===== src/rtl/ahb_lite_ram_arbiter.sv =====
// Two-port AHB-Lite slave sharing one single-port synchronous RAM.
// Each port has one wait state minimum; a round-robin pointer resolves contention.
module ahb_lite_ram_arbiter #(
  parameter int unsigned ADDRWIDTH = 10,
  parameter int unsigned DATAWIDTH = 32
) (
  input  logic                 HCLK,
  input  logic                 HRESETn,

  input  logic                 HSEL0,
  input  logic                 HWRITE0,
  input  logic [1:0]           HTRANS0,
  input  logic [2:0]           HSIZE0,
  input  logic [2:0]           HBURST0,
  input  logic [31:0]          HADDR0,
  input  logic [DATAWIDTH-1:0] HWDATA0,
  output logic                 HREADYOUT0,
  output logic                 HRESP0,
  output logic [DATAWIDTH-1:0] HRDATA0,

  input  logic                 HSEL1,
  input  logic                 HWRITE1,
  input  logic [1:0]           HTRANS1,
  input  logic [2:0]           HSIZE1,
  input  logic [2:0]           HBURST1,
  input  logic [31:0]          HADDR1,
  input  logic [DATAWIDTH-1:0] HWDATA1,
  output logic                 HREADYOUT1,
  output logic                 HRESP1,
  output logic [DATAWIDTH-1:0] HRDATA1,

  output logic                 mem_en,
  output logic                 mem_we,
  output logic [ADDRWIDTH-1:0] mem_addr,
  output logic [2:0]           mem_size,
  output logic [DATAWIDTH-1:0] mem_wdata,
  input  logic [DATAWIDTH-1:0] mem_rdata
);

  typedef enum logic [2:0] {
    PIdle = 3'd0,
    PWait = 3'd1,
    PResp = 3'd2,
    PErr1 = 3'd3,
    PErr2 = 3'd4
  } port_state_e;

  localparam logic [2:0] MaxSize = 3'b010;

  // Per-port views of the AHB inputs
  logic [1:0]           sel_in;
  logic [1:0]           write_in;
  logic [1:0]           active_in;
  logic [2:0]           size_in  [2];
  logic [ADDRWIDTH-1:0] addr_in  [2];
  logic [DATAWIDTH-1:0] wdata_in [2];

  assign sel_in      = {HSEL1, HSEL0};
  assign write_in    = {HWRITE1, HWRITE0};
  assign active_in   = {HTRANS1[1], HTRANS0[1]};
  assign size_in[0]  = HSIZE0;
  assign size_in[1]  = HSIZE1;
  assign addr_in[0]  = HADDR0[ADDRWIDTH-1:0];
  assign addr_in[1]  = HADDR1[ADDRWIDTH-1:0];
  assign wdata_in[0] = HWDATA0;
  assign wdata_in[1] = HWDATA1;

  logic unused_inputs;
  assign unused_inputs = ^{HBURST0, HBURST1, HTRANS0[0], HTRANS1[0],
                           HADDR0[31:ADDRWIDTH], HADDR1[31:ADDRWIDTH]};

  port_state_e          state_q   [2];
  port_state_e          state_d   [2];
  logic [ADDRWIDTH-1:0] addr_q    [2];
  logic [ADDRWIDTH-1:0] addr_d    [2];
  logic [2:0]           size_q    [2];
  logic [2:0]           size_d    [2];
  logic [DATAWIDTH-1:0] rdata_q   [2];
  logic [DATAWIDTH-1:0] rdata_d   [2];
  logic [1:0]           write_q,   write_d;
  logic [1:0]           rd_pend_q, rd_pend_d;
  logic                 rr_ptr_q,  rr_ptr_d;

  logic [1:0]           hready;
  logic [1:0]           hresp;
  logic [1:0]           accept;
  logic [1:0]           waiting;
  logic [1:0]           grant;
  logic [DATAWIDTH-1:0] hrdata [2];

  // Bus-facing status decoded from each port state
  always_comb begin
    for (int p = 0; p < 2; p++) begin
      hready[p] = 1'b1;
      hresp[p]  = 1'b0;
      case (state_q[p])
        PWait: hready[p] = 1'b0;
        PErr1: begin
          hready[p] = 1'b0;
          hresp[p]  = 1'b1;
        end
        PErr2:   hresp[p] = 1'b1;
        default: ;
      endcase
      waiting[p] = (state_q[p] == PWait);
      accept[p]  = sel_in[p] & active_in[p] & hready[p];
      // Read data is live from the RAM in the response cycle, held afterwards
      hrdata[p]  = rd_pend_q[p] ? mem_rdata : rdata_q[p];
    end
  end

  always_comb begin
    grant    = 2'b00;
    rr_ptr_d = rr_ptr_q;
    unique case (waiting)
      2'b01: begin
        grant    = 2'b01;
        rr_ptr_d = 1'b1;
      end
      2'b10: begin
        grant    = 2'b10;
        rr_ptr_d = 1'b0;
      end
      2'b11: begin
        grant    = rr_ptr_q ? 2'b10 : 2'b01;
        rr_ptr_d = ~rr_ptr_q;
      end
      default: ;
    endcase
  end

  always_comb begin
    mem_en    = |grant;
    mem_we    = 1'b0;
    mem_addr  = addr_q[0];
    mem_size  = size_q[0];
    mem_wdata = wdata_in[0];
    if (grant[1]) begin
      mem_we    = write_q[1];
      mem_addr  = addr_q[1];
      mem_size  = size_q[1];
      mem_wdata = wdata_in[1];
    end else if (grant[0]) begin
      mem_we = write_q[0];
    end
  end

  always_comb begin
    for (int p = 0; p < 2; p++) begin
      state_d[p]   = state_q[p];
      addr_d[p]    = addr_q[p];
      size_d[p]    = size_q[p];
      write_d[p]   = write_q[p];
      rdata_d[p]   = hrdata[p];
      rd_pend_d[p] = grant[p] & ~write_q[p];
      case (state_q[p])
        PIdle, PResp, PErr2: begin
          if (accept[p]) begin
            addr_d[p]  = addr_in[p];
            size_d[p]  = size_in[p];
            write_d[p] = write_in[p];
            state_d[p] = (size_in[p] <= MaxSize) ? PWait : PErr1;
          end else begin
            state_d[p] = PIdle;
          end
        end
        PWait: begin
          if (grant[p]) state_d[p] = PResp;
        end
        PErr1:   state_d[p] = PErr2;
        default: state_d[p] = PIdle;
      endcase
    end
  end

  always_ff @(posedge HCLK or negedge HRESETn) begin
    if (!HRESETn) begin
      for (int p = 0; p < 2; p++) begin
        state_q[p] <= PIdle;
        addr_q[p]  <= '0;
        size_q[p]  <= '0;
        rdata_q[p] <= '0;
      end
      write_q   <= '0;
      rd_pend_q <= '0;
      rr_ptr_q  <= 1'b0;
    end else begin
      for (int p = 0; p < 2; p++) begin
        state_q[p] <= state_d[p];
        addr_q[p]  <= addr_d[p];
        size_q[p]  <= size_d[p];
        rdata_q[p] <= rdata_d[p];
      end
      write_q   <= write_d;
      rd_pend_q <= rd_pend_d;
      rr_ptr_q  <= rr_ptr_d;
    end
  end

  assign HREADYOUT0 = hready[0];
  assign HREADYOUT1 = hready[1];
  assign HRESP0     = hresp[0];
  assign HRESP1     = hresp[1];
  assign HRDATA0    = hrdata[0];
  assign HRDATA1    = hrdata[1];

endmodule


===== config.mk =====
export PLATFORM = sky130hd
export DESIGN_NAME = ahb_lite_ram_arbiter
export DESIGN_NICKNAME = d
export VERILOG_FILES = /design/src/rtl/ahb_lite_ram_arbiter.sv
export SDC_FILE = /design/constraint.sdc
export NUM_CORES = 1
export LEC_CHECK = 0
export BUFFER_PORTS_ARGS = -buffer_cell sky130_fd_sc_hd__buf_2
export CAP_MARGIN = 20
export CELL_PAD_IN_SITES_DETAIL_PLACEMENT = 1
export CELL_PAD_IN_SITES_GLOBAL_PLACEMENT = 2
export CORE_ASPECT_RATIO = 1.5
export CORE_UTILIZATION = 28
export CTS_BUF_LIST = sky130_fd_sc_hd__clkbuf_4 sky130_fd_sc_hd__clkbuf_8 sky130_fd_sc_hd__clkbuf_16
export DETAILED_ROUTE_END_ITERATION = 10
export GPL_TIMING_DRIVEN = 0
export PLACE_DENSITY = 0.95
export SLEW_MARGIN = 20
export SYNTH_ARGS = -nofsm -noshare
export SYNTH_HDL_FRONTEND = slang
export SYNTH_SLANG_ARGS = --single-unit

===== constraint.sdc =====
create_clock -name HCLK -period 3.7 [get_ports HCLK]
set_input_delay 1.11 -clock HCLK [delete_from_list [all_inputs] [get_ports HCLK]]
set_output_delay 1.11 -clock HCLK [all_outputs]
set_load 0.1 [all_outputs]

-- After elaboration in Yosys (flattened, before gate mapping)
Index checks and enable logic that the tools add are counted.
- register bits after elaboration: 101
- output and inout port bits: 115
- reductions and logical operators: 12
- equal/unequal tests: 13
- muxes and demuxes: 22
- $lt $le $gt $ge: 2
- bitwise operators: 9
- operator list (cell ; number):
    $mux 32 ; 3
    $pmux 3 s3 ; 2
    $eq 3x2->1 const B ; 4
    $mux 10 ; 1
    $mux 2 ; 5
    $reduce_or 2->1 ; 5
    $mux 3 ; 3
    $and 1x1->1 ; 6
    $eq 3x1->1 const B ; 2
    $eq 3x3->1 const B ; 2
    $le 3x2->1 const B ; 2
    $logic_not 3->1 ; 2
    $mux 1 ; 6
    $pmux 2 s3 ; 1
    $reduce_or 3->1 ; 2
    $eq 2x2->1 const B ; 2
    $ne 2x1->1 const B ; 2
    $reduce_and 2->1 ; 2
    $not 1->1 ; 3
    $pmux 1 s3 ; 1
    $reduce_bool 3->1 ; 1
    $eq 2x1->1 const B ; 1

-- Longest topological paths before layout
- word-level depth: 6
- gate-level depth with buffers: 5

-- Worst setup path after synthesis
OpenSTA, ideal clock, no wires.
- kind: flip-flop to output port
- from: register state_q[5] in the netlist's numbering
- to: output port mem_en
- data arrival time: 2144 ps
- path slack: 446 ps
- data required time: 2590 ps
- stages on the path, launching flop included: 4
- cell sequence: dfrtp_1 -> nand2b_1 -> nand2b_1 -> nand2_1
- longest elaborated chain between the ends: 4
- elaborated cells between the ends (all ways): 6
- ends and longest elaborated chain (what ; line ; RTL):
    from (decl) ; 72 ; port_state_e state_q [2];
    from (signal, indexed assignment) ; 179 ; state_q[p] <= PIdle;
    from (signal, indexed assignment) ; 189 ; state_q[p] <= state_d[p];
    $eq 3x1->1 (*) ; 105 ; waiting[p] = (state_q[p] == PWait);
    $eq 2x2->1 / $eq 2x1->1 (equally long branches) ; 115 ; unique case (waiting)
    $pmux 2 s3 (*) ; 115 ;
    $reduce_or 2->1 (*) ; 133 ; mem_en = |grant;
    to (decl) ; 32 ; output logic mem_en,
Mark *: on every way between the ends. The rest lies on a longest branch, timed or not.

-- Worst setup path after layout
- from: register state_q[0] in the netlist's numbering
- to: output port mem_wdata[26]
- longest elaborated chain between the ends: 4
- elaborated cells between the ends (all ways): 6
- ends and longest elaborated chain (what ; line ; RTL):
    $eq 3x1->1 (*) ; 105 ;
    $eq 2x2->1 / $eq 2x1->1 (equally long branches) ; 115 ;
    $pmux 2 s3 (*) ; 115 ;
    $mux 32 (*) ; 138 ; if (grant[1]) begin
    to (decl) ; 36 ; output logic [DATAWIDTH-1:0] mem_wdata,
Marked as above.

==> impl_results.html <==
<table>
<tr><th>Metric</th><th>Value</th></tr>
<tr><th colspan="2">CTS</th></tr>
<tr><td>Number of clock buffers inserted by TritonCTS</td><td>9</td></tr>
<tr><td>Clock Sink Count</td><td>101</td></tr>
<tr><td>Resized cells post-CTS</td><td>0</td></tr>
<tr><td>Worst-path clk slew</td><td>0.07 ns</td></tr>
<tr><td>Clk Latency, worst-skew pair</td><td>0.34 ns</td></tr>
<tr><td>Clock H-tree levels</td><td>3</td></tr>
<tr><td>Post-CTS Setup Inserts</td><td>0</td></tr>
<tr><td>Clock tree from TritonCTS</td><td>done</td></tr>
<tr><td>Maximum clock insertion buffer count</td><td>2</td></tr>
<tr><td>Root buf cell</td><td>sky130_fd_sc_hd__clkbuf_16</td></tr>
<tr><td>Post-CTS Hold Fix Bufs</td><td>0</td></tr>
<tr><th colspan="2">Critical path</th></tr>
<tr><td>Arrival time at the worst endpoint</td><td>2.32 ns</td></tr>
<tr><td>Standard cell with the maximum stage delay on the critical path</td><td>sky130_fd_sc_hd__or3b_4</td></tr>
<tr><td>Setup crit end kind</td><td>output pin</td></tr>
<tr><td>Worst path most repeated cell</td><td>sky130_fd_sc_hd__buf_12</td></tr>
<tr><td>Critical-path cell list</td><td>or3b_4, nor2_4, buf_12, buf_12, mux2_4, buf_2</td></tr>
<tr><td>R2R setup slack</td><td>1.62 ns</td></tr>
<tr><td>Category of the critical setup timing path</td><td>flip-flop to output pin</td></tr>
<tr><td>Required time worst endpoint</td><td>2.59 ns</td></tr>
<tr><td>Critical-path maximum fanout</td><td>10</td></tr>
<tr><td>Highest cell delay on the worst timing path</td><td>0.45 ns</td></tr>
<tr><td>Type of origin of the critical path</td><td>flip-flop</td></tr>
<tr><th colspan="2">Synthesis</th></tr>
<tr><td>Register area share after synthesis</td><td>55.6%</td></tr>
<tr><td>Fraction of registers with async set/reset</td><td>100%</td></tr>
<tr><td>Share of cell area taken by muxes after synthesis</td><td>36.3%</td></tr>
<tr><td>Area fraction in compound gates after synthesis</td><td>2.28%</td></tr>
<tr><td>Largest family of logic cells by synthesized area</td><td>multiplexers</td></tr>
<tr><td>Flops &amp; latches, synth</td><td>101</td></tr>
<tr><td>Average footprint of a synthesized cell</td><td>15.8 sq um</td></tr>
<tr><td>Synth Cell Area</td><td>4550 sq um</td></tr>
<tr><td>Most area-consuming cells after synthesis</td><td>sky130_fd_sc_hd__dfrtp_1 (56%), sky130_fd_sc_hd__mux2_2 (27%), sky130_fd_sc_hd__mux2_4 (9.2%), sky130_fd_sc_hd__buf_12 (1.8%), sky130_fd_sc_hd__a21o_1 (0.83%)</td></tr>
<tr><td>Number of warnings printed during yosys synthesis</td><td>0</td></tr>
<tr><td>Share of synthesized cell area in full adder, half adder and majority cells</td><td>0%</td></tr>
<tr><td>Simple-gate share of the synthesized area</td><td>2.81%</td></tr>
<tr><td>Post-synthesis cell type count</td><td>26</td></tr>
<tr><td>Area leader, netlist</td><td>sky130_fd_sc_hd__dfrtp_1</td></tr>
<tr><td>Fraction of synthesized cell area in xor and xnor cells</td><td>0%</td></tr>
<tr><td>Syn_nets</td><td>469</td></tr>
<tr><td>Library cell with the highest instance count after synthesis</td><td>sky130_fd_sc_hd__mux2_2</td></tr>
<tr><td>Top cell types by occurrence after synthesis</td><td>sky130_fd_sc_hd__mux2_2 (109), sky130_fd_sc_hd__dfrtp_1 (101), sky130_fd_sc_hd__mux2_4 (28)</td></tr>
<tr><td>EDFF count, synth</td><td>0</td></tr>
<tr><td>Synthesized instance count</td><td>287</td></tr>
<tr><td>Yosys top cell area share</td><td>55.6%</td></tr>
<tr><td>Main flop type after synthesis</td><td>sky130_fd_sc_hd__dfrtp_1</td></tr>
<tr><th colspan="2">Route</th></tr>
<tr><td>Routed wirelength normalized by instance count</td><td>17.2 um</td></tr>
<tr><td>Detail Route Antenna Nets</td><td>0</td></tr>
<tr><td>Total number of vias</td><td>3356</td></tr>
<tr><td>Met2 routed WL</td><td>7390 um</td></tr>
<tr><td>Router iterations before antenna repair</td><td>4</td></tr>
<tr><td>Total Wirelength</td><td>12900 um</td></tr>
<tr><td>DR top layer</td><td>met5</td></tr>
<tr><td>Met3 wire length</td><td>671 um</td></tr>
<tr><td>DRC violation count after routing</td><td>0</td></tr>
<tr><td>Vias per Instance</td><td>4.47</td></tr>
<tr><td>First DRT Iteration DRCs</td><td>126</td></tr>
<tr><td>Wire length on met1</td><td>4500 um</td></tr>
<tr><th colspan="2">STA</th></tr>
<tr><td>Max Fclk</td><td>291 MHz</td></tr>
<tr><td>Headroom to the max-slew limit</td><td>43.7%</td></tr>
<tr><td>Total count of hold-check failures in the final report</td><td>0</td></tr>
<tr><td>Final period utilization</td><td>92.8%</td></tr>
<tr><td>Count of pins over their slew limit</td><td>0</td></tr>
<tr><td>Actual transition at the worst max-transition pin</td><td>0.843 ns</td></tr>
<tr><td>Unrepaired setup endpoints after global routing</td><td>false</td></tr>
<tr><td>Total negative setup slack</td><td>0 ns</td></tr>
<tr><td>Worst clock skew on the final layout</td><td>0.00904 ns</td></tr>
<tr><td>Post-route minimum period</td><td>3.43 ns</td></tr>
<tr><td>Final count of negative-setup-slack endpoints</td><td>0</td></tr>
<tr><th colspan="2">Global routing</th></tr>
<tr><td>Overall global routing resource usage</td><td>15.4%</td></tr>
<tr><td>Wire length of the first global-routing pass</td><td>19900 um</td></tr>
<tr><td>Largest net degree at the start of global routing</td><td>70</td></tr>
<tr><td>Gr ovfl total</td><td>0</td></tr>
<tr><td>Number of antenna violations at the first check in global routing</td><td>1</td></tr>
<tr><td>Number of global-route vias before repair</td><td>3812</td></tr>
<tr><th colspan="2">Worst hold path</th></tr>
<tr><td>Worst hold path class</td><td>flip-flop to flip-flop</td></tr>
<tr><th colspan="2">Floorplanning</th></tr>
<tr><td>I/O pin count</td><td>297</td></tr>
<tr><td>Overall die height</td><td>158 um</td></tr>
<tr><td>Chip Width</td><td>106 um</td></tr>
<tr><td>Floorplan core area</td><td>15800 sq um</td></tr>
<tr><td>Starting density of the core</td><td>28.8%</td></tr>
<tr><td>Number of placement rows</td><td>56</td></tr>
<tr><td>Area of the die</td><td>16800 sq um</td></tr>
<tr><th colspan="2">Outcome</th></tr>
<tr><td>Outcome</td><td>finished clean</td></tr>
<tr><th colspan="2">Final layout</th></tr>
<tr><td>Ant. Diodes</td><td>0</td></tr>
<tr><td>Final Net Count</td><td>725</td></tr>
<tr><td>Share of post-route cells with drive strength above 1</td><td>74.8%</td></tr>
<tr><td>Synth-to-layout area growth</td><td>39.3%</td></tr>
<tr><th colspan="2">Flow run</th></tr>
<tr><td>Max-cap viol count</td><td>0</td></tr>
<tr><th colspan="2">Placed design</th></tr>
<tr><td>Final weighted congestion in routability-driven placement</td><td>0.758</td></tr>
<tr><td>Hpwl dp</td><td>10300 um</td></tr>
<tr><td>Number of buffers inserted by port buffering</td><td>244</td></tr>
</table>
final timing paths:
| path | from | to | cells after the start |
|---|---|---|---|
| max in group asynchronous | HRESETn | addr_q[17] | 2 |
| worst min-delay path | write_q[0] | rd_pend_q[0] | 1 |
| min in group asynchronous | HRESETn | rdata_q[58] | 1 |
| worst min register to register | write_q[0] | rd_pend_q[0] | 1 |
| worst max-delay path | state_q[0] | mem_wdata[26] | 6 |
| worst max register to register | state_q[5] | addr_q[16] | 3 |
layout by cell type, fill, tap and decap left out, drive strengths merged:
master and n:
a211oi 2, nand2 4, or4bb 1, a21oi 1, clkbuf 11, inv 6
a21o 5, nand2b 2, nor4b 1, nor3 1, buf 258, a32o 1
clkinv 2, mux2 137, or3b 1, a22o 1, or2b 1, dfrtp 101
a41o 1, nor2 7, nor3b 1, clkinvlp 1, o21bai 1
area by class of cell:
type	instances	area (sq um)
fill	1734	9430
buffer	15	128
tap	203	254
inverter	3	11.3
timing repair buffer	245	1250
clock buffer	9	225
sequential	101	2530
clock inverter	6	53.8
multi-input combinational	168	1880
registers in the layout (all words and copies together) (netlist names):
signal	count
addr_q	20
rd_pend_q	2
rdata_q	64
rr_ptr_q	1
size_q	6
state_q	6
write_q	2
stage by stage:
stage	util [%]	std cells	cell area [sq um]	setup WS, ns	hold slack, ns
6_report	40.2	750	6330	0.265	0.455
5_1_grt	40.2	750	6330	0.166	0.474
4_1_cts	40.2	750	6330	0.222	0.462
3_5_place_dp	38.4	735	6050	0.606	0.447
3_3_place_gp	38.2	734	6020	0.551	0.438
2_1_floorplan	-	287	4550	0.446	0.418
critical path, delay by kind of cell (launching register included):
family / cells / cell delay (ns)
buffers and inverters: 3 / 0.60
flip-flops: 1 / 0.44
multiplexers: 1 / 0.30
AND/OR/NAND/NOR: 2 / 0.62
routing by layer:
layer  up-vias  global-route usage (%)
li1       1530                       -
met1      1672                    15.9
met2       129                    29.6
met3        23                    3.58
met4         2                    6.42
met5         -                       0
cells by family (layout without fill, tap and decap cells):
kind of cell	Yosys count	in the layout
muxes	137	137
DFF	101	101
and+or+nand+nor	19	19
buffers and inverters	18	278
AOI/OAI and AO/OA	12	12
Power is left out: the tool's default activity adds up to more than one toggle a clock period on the data nets, which glitch-free logic cannot reach.
